$ cat src/rtl/alarm_clock_alarm_bank_if.sv
// Write channel into the alarm bank: one slot update per accepted transfer.
// The transfer completes on a clock edge where wr_valid_i && wr_ready_o.
interface alarm_clock_alarm_bank_if #(
  parameter int unsigned TIME_W = 32,
  parameter int unsigned IDX_W  = 2
);
  logic              wr_valid_i;
  logic              wr_ready_o;
  logic [IDX_W-1:0]  wr_idx_i;
  logic              wr_unset_i;
  logic [TIME_W-1:0] wr_time_i;

  modport master (
    output wr_valid_i, wr_idx_i, wr_unset_i, wr_time_i,
    input  wr_ready_o
  );

  modport slave (
    input  wr_valid_i, wr_idx_i, wr_unset_i, wr_time_i,
    output wr_ready_o
  );
endinterface

$ cat src/rtl/alarm_clock_alarm_bank.sv
// Multi-slot alarm store: fires per-slot pulses when current time reaches an alarm
// and forwards the earliest pending alarm to the single-alarm POSIX control path.
module alarm_clock_alarm_bank #(
  parameter int unsigned ALARM_CNT = 4,
  parameter int unsigned TIME_W    = 32,
  parameter int unsigned IDX_W     = (ALARM_CNT > 1) ? $clog2(ALARM_CNT) : 1
) (
  input  logic                 clk_i,
  input  logic                 rst_i,
  alarm_clock_alarm_bank_if.slave wr_if,
  input  logic [TIME_W-1:0]    cur_time_i,
  input  logic                 cur_time_val_i,
  output logic [ALARM_CNT-1:0] armed_o,
  output logic [ALARM_CNT-1:0] fire_o,
  output logic [TIME_W-1:0]    usr_posix_time_o,
  output logic                 usr_posix_time_en_o,
  output logic                 usr_unset_alarm_o
);

  localparam int unsigned SCAN_W = (ALARM_CNT > 1) ? $clog2(ALARM_CNT) : 1;
  localparam logic [SCAN_W-1:0] LAST_IDX = SCAN_W'(ALARM_CNT - 1);

  typedef enum logic [1:0] {
    ST_IDLE,
    ST_SCAN,
    ST_UPDATE
  } state_t;

  state_t               r_state, w_state_nxt;
  logic [ALARM_CNT-1:0] r_armed, w_armed_nxt;
  logic [TIME_W-1:0]    r_time [ALARM_CNT];
  logic [TIME_W-1:0]    w_time_nxt [ALARM_CNT];
  logic [TIME_W-1:0]    r_cur_time, w_cur_time_nxt;
  logic                 r_pend, w_pend_nxt;
  logic                 r_pushed_vld, w_pushed_vld_nxt;
  logic [SCAN_W-1:0]    r_idx, w_idx_nxt;
  logic [TIME_W-1:0]    r_best, w_best_nxt;
  logic                 r_found, w_found_nxt;
  logic [ALARM_CNT-1:0] r_fire, w_fire_nxt;
  logic                 r_en, w_en_nxt;
  logic                 r_unset, w_unset_nxt;
  logic [TIME_W-1:0]    r_usr_time, w_usr_time_nxt;
  logic                 r_ready;
  logic                 w_sel_armed;
  logic [TIME_W-1:0]    w_sel_time;
  logic [IDX_W-1:0]     w_wr_idx;

  assign w_wr_idx = wr_if.wr_idx_i;

  always_ff @(posedge clk_i) begin
    if (rst_i) r_state <= ST_IDLE;
    else       r_state <= w_state_nxt;
  end

  always_comb begin
    w_state_nxt      = r_state;
    w_armed_nxt      = r_armed;
    w_time_nxt       = r_time;
    w_cur_time_nxt   = r_cur_time;
    w_pend_nxt       = r_pend;
    w_pushed_vld_nxt = r_pushed_vld;
    w_idx_nxt        = r_idx;
    w_best_nxt       = r_best;
    w_found_nxt      = r_found;
    w_fire_nxt       = '0;
    w_en_nxt         = 1'b0;
    w_unset_nxt      = 1'b0;
    w_usr_time_nxt   = r_usr_time;
    w_sel_armed      = 1'b0;
    w_sel_time       = '0;

    for (int unsigned i = 0; i < ALARM_CNT; i++) begin
      if (32'(r_idx) == i) begin
        w_sel_armed = r_armed[i];
        w_sel_time  = r_time[i];
      end
    end

    if (cur_time_val_i) w_cur_time_nxt = cur_time_i;

    unique case (r_state)
      ST_IDLE: begin
        // Out-of-range indices match no slot, so they are accepted and dropped.
        if (wr_if.wr_valid_i) begin
          for (int unsigned i = 0; i < ALARM_CNT; i++) begin
            if (32'(w_wr_idx) == i) begin
              w_armed_nxt[i] = !wr_if.wr_unset_i;
              if (!wr_if.wr_unset_i) w_time_nxt[i] = wr_if.wr_time_i;
            end
          end
        end
        if (wr_if.wr_valid_i || cur_time_val_i || r_pend) begin
          w_pend_nxt  = 1'b0;
          w_state_nxt = ST_SCAN;
          w_idx_nxt   = '0;
          w_best_nxt  = '1;
          w_found_nxt = 1'b0;
        end
      end

      ST_SCAN: begin
        if (cur_time_val_i) w_pend_nxt = 1'b1;
        for (int unsigned i = 0; i < ALARM_CNT; i++) begin
          if (32'(r_idx) == i && w_sel_armed && w_sel_time <= r_cur_time) begin
            w_armed_nxt[i] = 1'b0;
            w_fire_nxt[i]  = 1'b1;
          end
        end
        // Strict less-than keeps the lowest index on equal times.
        if (w_sel_armed && w_sel_time > r_cur_time && w_sel_time < r_best) begin
          w_best_nxt  = w_sel_time;
          w_found_nxt = 1'b1;
        end
        if (r_idx == LAST_IDX) w_state_nxt = ST_UPDATE;
        else                   w_idx_nxt   = r_idx + SCAN_W'(1);
      end

      ST_UPDATE: begin
        if (cur_time_val_i) w_pend_nxt = 1'b1;
        if (r_found && (!r_pushed_vld || r_best != r_usr_time)) begin
          w_usr_time_nxt   = r_best;
          w_en_nxt         = 1'b1;
          w_pushed_vld_nxt = 1'b1;
        end else if (!r_found && r_pushed_vld) begin
          w_unset_nxt      = 1'b1;
          w_pushed_vld_nxt = 1'b0;
        end
        w_state_nxt = ST_IDLE;
      end

      default: w_state_nxt = ST_IDLE;
    endcase
  end

  always_ff @(posedge clk_i) begin
    if (rst_i) begin
      r_armed      <= '0;
      r_time       <= '{default: '0};
      r_cur_time   <= '0;
      r_pend       <= 1'b0;
      r_pushed_vld <= 1'b0;
      r_idx        <= '0;
      r_best       <= '1;
      r_found      <= 1'b0;
      r_fire       <= '0;
      r_en         <= 1'b0;
      r_unset      <= 1'b0;
      r_usr_time   <= '0;
      r_ready      <= 1'b1;
    end else begin
      r_armed      <= w_armed_nxt;
      r_time       <= w_time_nxt;
      r_cur_time   <= w_cur_time_nxt;
      r_pend       <= w_pend_nxt;
      r_pushed_vld <= w_pushed_vld_nxt;
      r_idx        <= w_idx_nxt;
      r_best       <= w_best_nxt;
      r_found      <= w_found_nxt;
      r_fire       <= w_fire_nxt;
      r_en         <= w_en_nxt;
      r_unset      <= w_unset_nxt;
      r_usr_time   <= w_usr_time_nxt;
      r_ready      <= (w_state_nxt == ST_IDLE);
    end
  end

  assign wr_if.wr_ready_o    = r_ready;
  assign armed_o             = r_armed;
  assign fire_o              = r_fire;
  assign usr_posix_time_o    = r_usr_time;
  assign usr_posix_time_en_o = r_en;
  assign usr_unset_alarm_o   = r_unset;

endmodule

$ cat src/flat_wrapper.sv
// flat-port wrapper written by rule: the top's interface ports become plain ports
module alarm_clock_alarm_bank_flat 
#(
  parameter int unsigned ALARM_CNT = 4,
  parameter int unsigned TIME_W    = 32,
  parameter int unsigned IDX_W     = (ALARM_CNT > 1) ? $clog2(ALARM_CNT) : 1
)
  (clk_i, rst_i, cur_time_i, cur_time_val_i, armed_o, fire_o, usr_posix_time_o, usr_posix_time_en_o, usr_unset_alarm_o, wr_if_wr_valid_i, wr_if_wr_idx_i, wr_if_wr_unset_i, wr_if_wr_time_i, wr_if_wr_ready_o);
  alarm_clock_alarm_bank_if #(.TIME_W(TIME_W), .IDX_W(IDX_W)) wr_if_i ();
  input  logic clk_i;
  input  logic rst_i;
  input  logic [TIME_W-1:0] cur_time_i;
  input  logic cur_time_val_i;
  output logic [ALARM_CNT-1:0] armed_o;
  output logic [ALARM_CNT-1:0] fire_o;
  output logic [TIME_W-1:0] usr_posix_time_o;
  output logic usr_posix_time_en_o;
  output logic usr_unset_alarm_o;
  input wire logic [$bits(wr_if_i.wr_valid_i)-1:0] wr_if_wr_valid_i;
  input wire logic [$bits(wr_if_i.wr_idx_i)-1:0] wr_if_wr_idx_i;
  input wire logic [$bits(wr_if_i.wr_unset_i)-1:0] wr_if_wr_unset_i;
  input wire logic [$bits(wr_if_i.wr_time_i)-1:0] wr_if_wr_time_i;
  output wire logic [$bits(wr_if_i.wr_ready_o)-1:0] wr_if_wr_ready_o;
  assign wr_if_i.wr_valid_i = wr_if_wr_valid_i;
  assign wr_if_i.wr_idx_i = wr_if_wr_idx_i;
  assign wr_if_i.wr_unset_i = wr_if_wr_unset_i;
  assign wr_if_i.wr_time_i = wr_if_wr_time_i;
  assign wr_if_wr_ready_o = wr_if_i.wr_ready_o;
  alarm_clock_alarm_bank #(.ALARM_CNT(ALARM_CNT), .TIME_W(TIME_W), .IDX_W(IDX_W)) u_core (.clk_i(clk_i), .rst_i(rst_i), .wr_if(wr_if_i), .cur_time_i(cur_time_i), .cur_time_val_i(cur_time_val_i), .armed_o(armed_o), .fire_o(fire_o), .usr_posix_time_o(usr_posix_time_o), .usr_posix_time_en_o(usr_posix_time_en_o), .usr_unset_alarm_o(usr_unset_alarm_o));
endmodule
$ cat config.mk
export PLATFORM = sky130hd
export DESIGN_NAME = alarm_clock_alarm_bank_flat
export DESIGN_NICKNAME = d
export VERILOG_FILES = /design/src/rtl/alarm_clock_alarm_bank_if.sv /design/src/rtl/alarm_clock_alarm_bank.sv /design/src/flat_wrapper.sv
export SDC_FILE = /design/constraint.sdc
export NUM_CORES = 1
export LEC_CHECK = 0
export BUFFER_PORTS_ARGS = -buffer_cell sky130_fd_sc_hd__buf_4
export CELL_PAD_IN_SITES_DETAIL_PLACEMENT = 1
export CELL_PAD_IN_SITES_GLOBAL_PLACEMENT = 2
export CORE_AREA = 2 2 202 204
export DETAILED_ROUTE_END_ITERATION = 10
export DIE_AREA = 0 0 204 206
export HOLD_SLACK_MARGIN = 0.1
export PLACE_DENSITY_LB_ADDON = 0.1
export SYNTH_ARGS = -nofsm -noshare
export SYNTH_HDL_FRONTEND = slang
export SYNTH_SLANG_ARGS = --single-unit
$ cat constraint.sdc
create_clock -name clk_i -period 12 [get_ports clk_i]
set_input_delay 1.2 -clock clk_i [delete_from_list [all_inputs] [get_ports clk_i]]
set_output_delay 1.2 -clock clk_i [all_outputs]
set_load 0.1 [all_outputs]
======== After elaboration in Yosys (flattened, before gate mapping) ========
Cells that the tools add are included.
word-level totals
  flip-flop bits (word level) ............. 242
  input port bits ......................... 71
  output and inout bits ................... 43
  word-level logic and storage cells ...... 131
operators by class
  $add $sub $neg .......................... 1
  $lt $le $gt $ge ......................... 3
  eq/ne operators ......................... 22
  muxes and demuxes ....................... 40
  bitwise operators ....................... 3
  reduce and logical (&&, ||, !) cells .... 42
operators with widths
  kind                                                                     number
  32-bit two-way mux                                                       6
  32-bit one-hot mux with 2 select lines                                   1
  32-bit greater-than comparator                                           1
  32-bit less-or-equal comparator                                          1
  32-bit less-than comparator                                              1
  32-bit inequality test                                                   1
  4-bit AND reduction                                                      8
  1-bit two-way mux                                                        23
  2-bit by 1-bit inequality test with 1-bit output, second input constant  11
  1-bit logical AND                                                        12
  2-bit equality test, second input constant                               5
  3-bit AND reduction                                                      3
  2-bit logical NOT                                                        4
  2-bit two-way mux                                                        4
  2-bit one-hot mux with 2 select lines                                    2
  4-bit one-hot mux with 2 select lines                                    1
  2-bit by 1-bit equality test with 1-bit output, second input constant    3
  2-bit nonzero test                                                       3
  2-bit OR reduction                                                       3
  4-bit two-way mux                                                        1
  2-bit inequality test, second input constant                             2
  1-bit one-hot mux with 2 select lines                                    2
  2-bit AND reduction                                                      2
  1-bit logical NOT                                                        3
  other kinds (4)                                                          8

======== Longest topological paths before layout ========
Gate-level depths: netlist of the first run.
  word-level depth ........................ 10
  gate-level depth with buffers ........... 18
  gate-level depth less buffers ........... 14

======== Worst setup path before layout of the first run ========
Ideal clock, no wire load.
  path kind ............................... flip-flop to flip-flop
  start ................................... register u_core.r_idx[0]
  end ..................................... register u_core.r_best[10]
  library setup time ...................... 0.130 ns
  arrival ................................. 3.612 ns
  data required time ...................... 11.870 ns
  setup slack ............................. 8.258 ns
  cell stages (with the launch flop) ...... 17
  path buffers ............................ 3
  clock period less this slack ............ 3.742 ns
  cells stage by stage .................... dfxtp_1 -> ha_1 -> clkbuf_1 -> clkbuf_1 -> nand2_1 -> a21oi_1 -> a21oi_1 -> o21ai_0 -> ha_1 -> nand4_1 -> or2_1 -> or4b_4 -> or3_1 -> o22a_2 -> buf_6 -> a31oi_1 -> o21ai_1
between the ends
  longest elaborated chain between the ends .. 10
  elaborated cells on any way between the ends .. 20
  those cells by class .................... order compare: 2; eq/ne: 4; mux: 10; reduce/logical: 4
ends and longest elaborated chain
  element                                                            line                           source
  start, declared                                                    alarm_clock_alarm_bank.sv:36   logic [SCAN_W-1:0] r_idx, w_idx_nxt;
  start signal, assigned                                             alarm_clock_alarm_bank.sv:156  r_idx <= w_idx_nxt;
  2-bit logical NOT                                                  alarm_clock_alarm_bank.sv:73   if (32'(r_idx) == i) begin
  32-bit two-way mux (4 in series)                                   alarm_clock_alarm_bank.sv:73
  32-bit greater-than comparator                                     alarm_clock_alarm_bank.sv:110  if (w_sel_armed && w_sel_time > r_cur_time && w_sel_time < r_best) begin
  1-bit logical AND (2 in series)                                    alarm_clock_alarm_bank.sv:110
  2-bit by 1-bit inequality test with 1-bit output (no source line)  -
  3-bit AND reduction (no source line)                               -
  end signal, assigned                                               alarm_clock_alarm_bank.sv:157  r_best <= w_best_nxt;
  end, declared                                                      alarm_clock_alarm_bank.sv:37   logic [TIME_W-1:0] r_best, w_best_nxt;
Parallel ways exist; a longest one is shown, timed or not. The select of a mux whose other input is x is not followed.
A chain may end at the register's enable or synchronous reset.

======== Final worst setup path of the first run ========
  start ................................... register u_core.r_idx[0]
  end ..................................... register u_core.r_found
between the ends
  longest elaborated chain between the ends .. 10
  elaborated cells on any way between the ends .. 18
  those cells by class .................... order compare: 2; eq/ne: 4; mux: 8; reduce/logical: 4
ends and longest elaborated chain
  element                                                              line                           source
  2-bit logical NOT                                                    alarm_clock_alarm_bank.sv:73
  32-bit two-way mux (4 in series)                                     alarm_clock_alarm_bank.sv:73
  32-bit greater-than comparator                                       alarm_clock_alarm_bank.sv:110
  1-bit logical AND                                                    alarm_clock_alarm_bank.sv:110
  1-bit logical AND *                                                  alarm_clock_alarm_bank.sv:110
  2-bit by 1-bit inequality test with 1-bit output (no source line) *  -
  3-bit AND reduction (no source line) *                               -
  end signal, assigned                                                 alarm_clock_alarm_bank.sv:158  r_found <= w_found_nxt;
  end, declared                                                        alarm_clock_alarm_bank.sv:38   logic r_found, w_found_nxt;
Mark *: on every way between the ends. The rest lies on a longest branch, timed or not.

==> summary.txt, run 1 <==
Detailed routing
  • Vias: ~11k
  • DRC: 0
  • DR iter-0 viols: about 470
  • Avg WL per Cell: 19.5 um
  • Avg Vias per Cell: about 5
  • DRT antenna net count: 0
  • Wirelength, routed: approximately 42000 um
  • Pre-antenna DRT Iters: 5

Worst setup path
  • CP Data Arrival Time: approximately 5800 ps
  • Crit start category: flop
  • R2r startpoint: u_core.r_idx[0]
  • RR Endpoint: u_core.r_found
  • CP max FO: slightly below 70
  • WP data required: ~12000 ps
  • Critical Path Sink Type: flop
  • Reg2Reg Setup Slack: 6680 ps
  • Register-to-Register Path Depth: 14
  • Crit path kind: flop to flop

Global routing
  • Met2 Usage GRT: 33.2%
  • Vias in the first global route: ~11k
  • GR Overflow Total: 0
  • Initial antenna violation count: 0
  • Grt peak-use layer: met2
  • GRT Util Overall: 20.0%
  • M3 GR Usage: 2.54%
  • Met1 Resource Use GR: a little over a quarter
  • Largest net degree at the start of global routing: ~120
  • First-pass GRT wire length: between 60000 and 70000 um

Synth
  • Yosys top cell area share: roughly 41%
  • Cell Area, Synth: around 0.012 mm2
  • Syn nets: 1667
  • Yosys reg bits: roughly 240
  • Mux cell area share after synthesis: approximately 4.7%
  • Post-synth top flop: dfxtp_1
  • Simple-gate share of the synthesized area: about a fifth
  • Main area contributors after synthesis: dfxtp_1, nand2_1, a21oi_1, ha_1, mux2i_1
  • Main combinational cell family by area after synthesis: simple AND/OR/NAND/NOR gates
  • Post-synthesis sequential area ratio: 40.9%
  • EDFF count, synth: 0
  • Synth area leader: dfxtp_1
  • Compound-Gate Fraction of Synth Area: 17.5%
  • Synthesized instance count: about 1.5k
  • Post-synthesis xor/xnor area fraction: 2.37%
  • Syn avg cell area: around 7.8 um2
  • Ys async rst share: 0%
  • Ys Warns: 0
  • Netlist cell types: 50
  • Post-synthesis adder-cell area fraction: 7.39%

Run status
  • Status: finished, final reports clean

Timing
  • RSZ-0062 raised after global routing: false
  • Crit share post-route: between 40% and 50%
  • Max-slew violations: 0
  • Setup_tns: 0 ps
  • Fmax achieved: about 190 MHz
  • Hold slack: between 400 and 500 ps
  • Final Hold Vio Count: 0
  • # setup viols final: 0
  • Layout Skew: 20.0 ps
  • Rel. slew slack: between 10% and 20%
  • Actual slew at the worst max-slew pin: approximately 1300 ps
  • Final critical-path setup slack: around 6700 ps
  • Minimum clock period: roughly 5300 ps

Final layout
  • Fin cells: 2127
  • Design Area, Final: 0.0140 mm2
  • Syn-to-layout area delta: 18.4%
  • Final Net Count: 1716
  • # diodes: 0
  • Fillcell total: between 4k and 5k
  • Share of cells above drive strength 1: a little under an eighth

Power and ir drop
  • VDD IR max: between 0.1 and 0.15 mV
  • Pwr Density: roughly 130 mW/mm2
  • Sw Share: 26.2%
  • Cell leakage power: about 5.8 nW
  • Part of the power in combinational logic: about a tenth
  • Switching power: between 0.4 and 0.5 mW
  • Cell Int Power: between 1 and 1.5 mW
  • Seq pwr share: between 40% and 50%
  • Clock power share: around 47%

CTS
  • CTS tree: yes
  • Post-CTS Setup Inserts: 0
  • Clock slew at reported path FFs: around 60 ps
  • Clk_lat worst skew: between 500 and 600 ps
  • H-tree levels: 1
  • Count of cells resized by post-cts repair: 0
  • Root Driver: clkbuf_16
  • TritonCTS Sinks: roughly 240
  • Hold_buf cts: 0
  • Bufs on Longest Clock Path: 3
  • Num CTS Buffers: 30

Min path
  • Hold Path Stages: 2
  • Hold Crit Class: flop to flop
  • Hold endpoint: u_core.r_time[96]
  • Hold Path Origin: u_core.r_time[96]

Placement
  • Pre-CTS WS: around 6800 ps
  • HPWL after detailed placement: approximately 28000 um
  • Placed Cells: ~2.1k
  • RePlAce Congestion: 0.799
  • Post-DP Area: 0.0131 mm2
  • Port Buffer Count: ~110

Floorplanning
  • Die area: about 0.042 mm2
  • Rows: 74
  • Chip width: ~200 um
  • Starting Density: between 20% and 30%
  • IO Count: roughly 110
  • Die Y: roughly 210 um
  • Core Region: around 0.04 mm2

Flow run
  • Max_cap viols: 0
## Yosys cell counts (5+ instances only)
| master | instances |
|---|---|
| nand4_1 | 16 |
| ha_1 | 70 |
| a21o_1 | 16 |
| clkbuf_1 | 89 |
| buf_2 | 5 |
| nand3b_1 | 34 |
| nor3_1 | 5 |
| mux2i_1 | 56 |
| o21ai_0 | 41 |
| a31oi_1 | 35 |
| dfxtp_1 | 242 |
| xor2_1 | 15 |
| nand2_1 | 360 |
| nand3_1 | 9 |
| nor4_1 | 34 |
| buf_1 | 11 |
| a21oi_1 | 233 |
| xnor2_1 | 17 |
| nor2_1 | 72 |
| inv_1 | 74 |
| o21ai_1 | 34 |
## critical path, cell delays in order (launching register included)
cell and delay [ps]:
dfxtp_1 440, ha_2 210, buf_4 530, nand2_1 120, a21oi_1 150, a21oi_1 50
o21ai_0 860, ha_1 420, nand4_1 130, a211oi_1 60, o31a_1 120, o311ai_1 480
and2_1 1090, nor3_1 260, o21a_1 250
## how the worst max path moves through the flow
stage,start,end,slack (ps),depth (start not counted)
after floorplan,u_core.r_idx[0],u_core.r_best[10],8260,16
final,u_core.r_idx[0],u_core.r_found,6680,14
after detailed placement,u_core.r_idx[0],u_core.r_found,6750,13
after CTS,u_core.r_idx[0],u_core.r_found,6690,13
after global placement,u_core.r_idx[0],u_core.r_found,6830,13
after global routing,u_core.r_idx[0],u_core.r_found,6240,14
## sequential cells by signal, indices dropped and copies added (netlist names), 2 cells and up
name	flops
u_core.r_state	2
u_core.armed_o	4
u_core.r_idx	2
u_core.usr_posix_time_o	32
u_core.r_time	128
u_core.fire_o	4
u_core.r_best	32
u_core.r_cur_time	32
## cell families (layout without fill, tap and decap cells)
kind of cell	after synthesis	after routing
and+or+nand+nor	563	563
AOI/OAI and AO/OA	381	381
DFF	242	242
buffers and inverters	182	251
adders and majority gates	70	70
muxes	56	56
xor gates and xnor gates	32	32
## through the flow
step | util [%] | power, mW
2_1_floorplan | - | 0.951
3_3_place_gp | 32.5 | 1.02
3_5_place_dp | 32.5 | 1.03
4_1_cts | 34.9 | 1.92
5_1_grt | 34.9 | 1.97
6_report | 34.9 | 1.89
## metal layers
layer  share of wire [%]  wire [um]
met3                 2.7       1130
met4                 2.1        860
met5                   0          0
met1                  49      20300
met2                  46      19200
## layout by cell type, fill, tap and decap left out, drive strengths merged, types with 5 or more instances in the layout
cell type and count:
a21o 16, a21oi 233, a31oi 35, buf 125
clkbuf 45, clkinv 7, dfxtp 242, ha 70
inv 74, mux2i 56, nand2 360, nand3 9
nand3b 34, nand4 16, nor2 72, nor3 5
nor4 34, o21ai 75, or2 6, xnor2 17
xor2 15
## power groups by stage
stage | Combinational, mW | Clock, mW | Sequential (mW)
detailed placement | 0.179 | 0 | 0.848
floorplan | 0.0995 | 0 | 0.851
global placement | 0.177 | 0 | 0.848
CTS | 0.179 | 0.907 | 0.830
global route | 0.195 | 0.946 | 0.832
finish | 0.175 | 0.879 | 0.830
## cell type report
class / instances / area (um2) / share of cell area [%]
clock buffers: 45 / 907 / 6.47
flip-flops and latches: 242 / 4840 / 34.6
multi-input cells: 1102 / 6330 / 45.2
clock inverters: 7 / 46.3 / 0.330
repair buffers: 125 / 942 / 6.72
inverters: 74 / 278 / 1.98
well taps: 532 / 666 / 4.75
No activity file was read; power rests on OpenSTA's default activity.
==> inputs of run 2 (changes only) <==
==> constraint.sdc (replaced) <==
create_clock -name clk_i -period 5 [get_ports clk_i]
set_input_delay 0.5 -clock clk_i [delete_from_list [all_inputs] [get_ports clk_i]]
set_output_delay 0.5 -clock clk_i [all_outputs]
set_load 0.1 [all_outputs]
==> run 2 against run 1 <==
Net effect: sequential power is 140% higher; global-route usage hardly changed; final area is 4.2% higher; critical endpoint is now u_core.r_best[2]; largest cell class unchanged; cell count is 1.7% higher; highest routed layer unchanged; total power grew to 2.6 times the previous value.
==> summary.txt, run 2 (synthesis gave the netlist of run 1 again) <==
Placement
  • Port Buffer Count: approximately 110
  • HPWL after detailed placement: between 20000 and 30000 um
  • RePlAce Congestion: around 0.74
  • Post-DP Area: ~0.013 mm2

Global routing
  • Initial antenna violation count: 1
  • First-pass GRT wire length: roughly 65000 um
  • GRT Util Overall: approximately 20%
  • Vias in the first global route: 11.1k
  • Largest net degree at the start of global routing: between 150 and 200
  • GR Overflow Total: 0

CTS
  • Clock slew at reported path FFs: ~60 ps
  • H-tree levels: 1
  • TritonCTS Sinks: 242
  • Hold_buf cts: 0
  • Root Driver: clkbuf_16
  • Post-CTS Setup Inserts: 0
  • Bufs on Longest Clock Path: 3
  • Clk_lat worst skew: roughly 570 ps
  • Count of cells resized by post-cts repair: 0
  • Num CTS Buffers: 31
  • CTS tree: yes

Detailed routing
  • Vias: 10.8k
  • Pre-antenna DRT Iters: 4
  • DR iter-0 viols: between 400 and 500
  • Avg WL per Cell: 19.3 um
  • DRT antenna net count: 0
  • Avg Vias per Cell: roughly 5
  • Wirelength, routed: about 42000 um
  • DRC: 0

Final layout
  • Final Net Count: roughly 1.7k
  • Post-layout util: roughly 36%
  • Commonest non-fill, non-tap cell in the layout: nand2_1
  • Share of cells above drive strength 1: between 10% and 20%
  • Max FFs per register: approximately 130
  • Syn-to-layout area delta: 23.3%
  • Most frequent cells in the layout: nand2_1, dfxtp_1, a21oi_1
  • Design Area, Final: 0.0146 mm2
  • Most flops, register: u_core.r_time
  • Fillcell total: 4887
  • # diodes: 0

Floorplanning
  • Chip width: between 200 and 250 um
  • Die area: 0.0420 mm2
  • Rows: 74
  • IO Count: 114
  • Starting Density: slightly below 30%
  • Core Region: roughly 0.040 mm2
  • Die Y: 206 um

Run status
  • Status: finished, final reports clean

Timing
  • Actual slew at the worst max-slew pin: ~1100 ps
  • Fmax achieved: roughly 220 MHz
  • # setup viols final: 0
  • Setup_tns: 0 ps
  • Crit share post-route: 91.6%
  • Minimum clock period: 4580 ps
  • Max-slew violations: 0
  • Hold slack: 168 ps
  • Rel. slew slack: about 29%
  • RSZ-0062 raised after global routing: false
  • Layout Skew: a little under 7 ps
  • Final Hold Vio Count: 0

Flow run
  • Max_cap viols: 0

Min path
  • Hold Crit Class: input pin to flop

Power and ir drop
  • Total power: 4.99 mW
  • Cell leakage power: about 6 nW
  • Pwr Density: between 300 and 400 mW/mm2
  • VDD IR max: 0.266 mV

Worst setup path
  • CP max FO: 30
  • Crit path kind: flop to flop
  • WP data required: approximately 5400 ps
  • Reg2Reg Setup Slack: 420 ps
  • Crit start category: flop
  • CP Data Arrival Time: 5020 ps
  • Critical Path Sink Type: flop
==> run 2: area by class of cell <==
type                            count  area [um2]  area share (%)
Tap cell                          532         666            4.56
Clock buffer                       46         942            6.45
Timing Repair Buffer              156        1310            8.98
Multi-Input combinational cell   1102        6330            43.4
Inverter                           74         278            1.90
Clock inverter                     11         230            1.58
Sequential cell                   242        4840            33.2
==> run 2: worst max-delay path, cell delays in order, from the launching register on <==
cell and delay, ps:
dfxtp_1 430, ha_2 640, buf_12 230, nand2_1 60
a21oi_1 130, a21oi_1 50, o21ai_0 530, ha_1 370
a21o_1 160, a221o_1 350, a211oi_1 360, o2111ai_2 370
buf_4 360, nor4_1 280, o21ai_1 110
==> run 2: metrics by stage <==
| stage | instances | setup WS (ps) |
|---|---|---|
| after floorplan | 1526 | 1260 |
| after detailed placement | 2106 | 405 |
| final | 2163 | 419 |
| after global placement | 2106 | 594 |
| after global routing | 2163 | 79.0 |
| after CTS | 2163 | 396 |
==> run 2: layer usage <==
layer | share of wire [%] | GRT usage, % | vias to the layer above
met3 | 3.2 | 2.48 | 41
li1 | - | - | 5359
met4 | 1.8 | 3.88 | 0
met2 | 49 | 35.6 | 158
met5 | 0 | 0 | -
met1 | 46 | 25.9 | 5235
==> run 2: power breakdown <==
group          leakage, nW  switching, mW  internal [mW]
clock network        0.580          0.897           1.65
logic                 3.52          0.291          0.164
registers             1.96         0.0237           1.97
==> run 2: final timing paths <==
kind,cells after the start,from,endpoint
max reg2reg,14,u_core.r_idx[0],u_core.r_best[2]
min,3,cur_time_i[28],u_core.r_cur_time[28]
max,14,u_core.r_idx[0],u_core.r_best[2]
min reg2reg,2,u_core.r_time[22],u_core.r_time[22]
==> inputs of run 3 (changes only) <==
--- a/config.mk
+++ b/config.mk
@@ -6,13 +6,11 @@
 export NUM_CORES = 1
 export LEC_CHECK = 0
 export BUFFER_PORTS_ARGS = -buffer_cell sky130_fd_sc_hd__buf_4
-export CELL_PAD_IN_SITES_DETAIL_PLACEMENT = 1
-export CELL_PAD_IN_SITES_GLOBAL_PLACEMENT = 2
 export CORE_AREA = 2 2 202 204
 export DETAILED_ROUTE_END_ITERATION = 10
 export DIE_AREA = 0 0 204 206
 export HOLD_SLACK_MARGIN = 0.1
-export PLACE_DENSITY_LB_ADDON = 0.1
+export SKIP_CTS_REPAIR_TIMING = 1
 export SYNTH_ARGS = -nofsm -noshare
 export SYNTH_HDL_FRONTEND = slang
 export SYNTH_SLANG_ARGS = --single-unit
==> run 3 against run 2 <==
Net effect: global-route usage fell by 3.1 points; critical path depth fell by 1; fmax fell by 0.89%; die area did not move; clock skew rose by 20 ps; critical path type unchanged.
==> summary.txt, run 3 (synthesis gave the netlist of run 1 again) <==
Worst setup path
  • CP Data Arrival Time: just over 5000 ps
  • Crit path cell chain: ha_2 > nand2_1 > a21oi_1 > a21oi_1 > o21ai_0 > ha_1 > a21o_1 > a21o_1 > a221o_1 > a211oi_1 > o2111ai_2 > nor3_1 > mux2i_1
  • Slowest cell delay on critical path: around 650 ps
  • CP max-delay cell: ha_2
  • CP max FO: 37
  • Critical Path Sink Type: flop
  • Crit path kind: flop to flop
  • Reg2Reg Setup Slack: around 380 ps
  • Crit start category: flop
  • WP buf/inv: 0
  • Cell family with most CP delay: compound AO/OA/AOI/OAI gates
  • WP data required: between 5000 and 6000 ps

CTS
  • Clock slew at reported path FFs: around 60 ps
  • Bufs on Longest Clock Path: 3
  • TritonCTS Sinks: about 240
  • Root Driver: clkbuf_16
  • Clk_lat worst skew: approximately 560 ps
  • CTS tree: yes
  • H-tree levels: 1
  • Num CTS Buffers: 27

Detailed routing
  • DRT antenna net count: 0
  • WL met1: 15700 um
  • Met3 WL: 2220 um
  • Max layer used: met5
  • DRC: 0
  • Avg Vias per Cell: 4.96
  • Pre-antenna DRT Iters: 5
  • Metal2 WL: roughly 17000 um
  • DR iter-0 viols: slightly above 900
  • Avg WL per Cell: 16.5 um
  • Vias: about 11k
  • Wirelength, routed: 35600 um

Global routing
  • Vias in the first global route: slightly above 10k
  • Initial antenna violation count: 3
  • GRT Util Overall: between 10% and 20%
  • GR Overflow Total: 0
  • First-pass GRT wire length: 56300 um
  • Largest net degree at the start of global routing: 114

Floorplanning
  • Rows: 74
  • Starting Density: between 20 and 30%
  • Core Region: ~0.04 mm2
  • Die Y: 206 um
  • IO Count: between 100 and 150
  • Chip width: roughly 200 um
  • Die area: roughly 0.042 mm2

Final layout
  • Most flops, register: u_core.r_time
  • Most frequent cells in the layout: nand2_1, dfxtp_1, a21oi_1
  • Fin cells: between 2k and 2.5k
  • Max FFs per register: around 130
  • Share of cells above drive strength 1: between 10% and 20%
  • Final Net Count: 1747
  • Commonest non-fill, non-tap cell in the layout: nand2_1
  • Syn-to-layout area delta: 20.0%

Power and ir drop
  • Seq pwr share: a little under half
  • Clock power share: about 45%
  • Sw Share: about a quarter
  • Pwr Density: between 300 and 400 mW/mm2
  • Cell Int Power: around 3.3 mW
  • Switching power: between 1 and 1.5 mW
  • VDD IR max: around 0.22 mV
  • Cell leakage power: around 6 nW
  • Part of the power in combinational logic: under 10%
  • Total power: 4.37 mW

Timing
  • Final Hold Vio Count: 0
  • Rel. slew slack: between 30% and 40%
  • Actual slew at the worst max-slew pin: 1010 ps
  • Max-slew violations: 0
  • Crit share post-route: between 90% and 100%
  • Setup_tns: 0 ps
  • # setup viols final: 0
  • Layout Skew: 26.7 ps
  • RSZ-0062 raised after global routing: false
  • Minimum clock period: between 4000 and 5000 ps
  • Fmax achieved: 216 MHz

Placement
  • Placed Cells: about 2.1k
  • HPWL after detailed placement: between 20000 and 25000 um
  • Port Buffer Count: ~110
  • RePlAce Congestion: approximately 0.87

Flow run
  • Max_cap viols: 0

Min path
  • Hold Crit Class: input pin to flop

Run status
  • Status: finished, final reports clean
## run 3: cell count changes in the layout (fill, tap and decap cells not counted), sizes merged
cell / delta
clkbuf: -8
bufinv: -5
buf: +3
clkinv: +2
clkinvlp: +1
diode: +1
inv: +1
## run 3: worst reg2reg max path, stage by stage, from the launching register on
cell and delay [ps]:
dfxtp_1 430, ha_2 650, nand2_1 130, a21oi_1 150, a21oi_1 50, o21ai_0 470
ha_1 350, a21o_1 180, a21o_1 170, a221o_1 360, a211oi_1 390, o2111ai_2 370
nor3_1 610, mux2i_1 240
## run 3: power by group through the flow
stage | logic, mW | clock network, mW | registers (mW)
after floorplan | 0.239 | 0 | 2.04
after global placement | 0.413 | 0 | 2.03
after detailed placement | 0.418 | 0 | 2.03
after CTS | 0.420 | 2.00 | 1.99
after global routing | 0.460 | 2.08 | 2.00
final | 0.420 | 1.96 | 1.99
## run 3: final timing paths
check                     from                    end  cells past startpoint
max reg2reg    u_core.r_idx[0]      u_core.r_best[31]                     13
max            u_core.r_idx[0]      u_core.r_best[31]                     13
min reg2reg  u_core.r_time[12]      u_core.r_time[12]                      2
min             cur_time_i[16]  u_core.r_cur_time[16]                      3
## run 3: per-stage QoR
stage	worst slack [ps]	util [%]	hold slack [ps]	cell area (um2)
6_report	377	35.4	177	14200
5_1_grt	55.4	35.4	163	14200
4_1_cts	463	35.4	159	14200
3_5_place_dp	487	33.2	442	13300
3_3_place_gp	627	33.2	439	13300
2_1_floorplan	1260	-	432	11800
## run 3: area by class of cell
cell class | count | area, um2
multi-input combinational | 1102 | 6330
timing repair buffer | 159 | 1220
sequential | 242 | 4840
inverter | 74 | 278
clock inverter | 10 | 106
tap | 532 | 666
antenna | 1 | 2.50
fill | 4223 | 26000
clock buffer | 38 | 757
## run 3: metal layers
layer,GRT usage [%],vias to the layer above
met1,21.5,5003
met4,6.03,4
met5,0,-
li1,-,5359
met2,27.9,278
met3,3.66,55
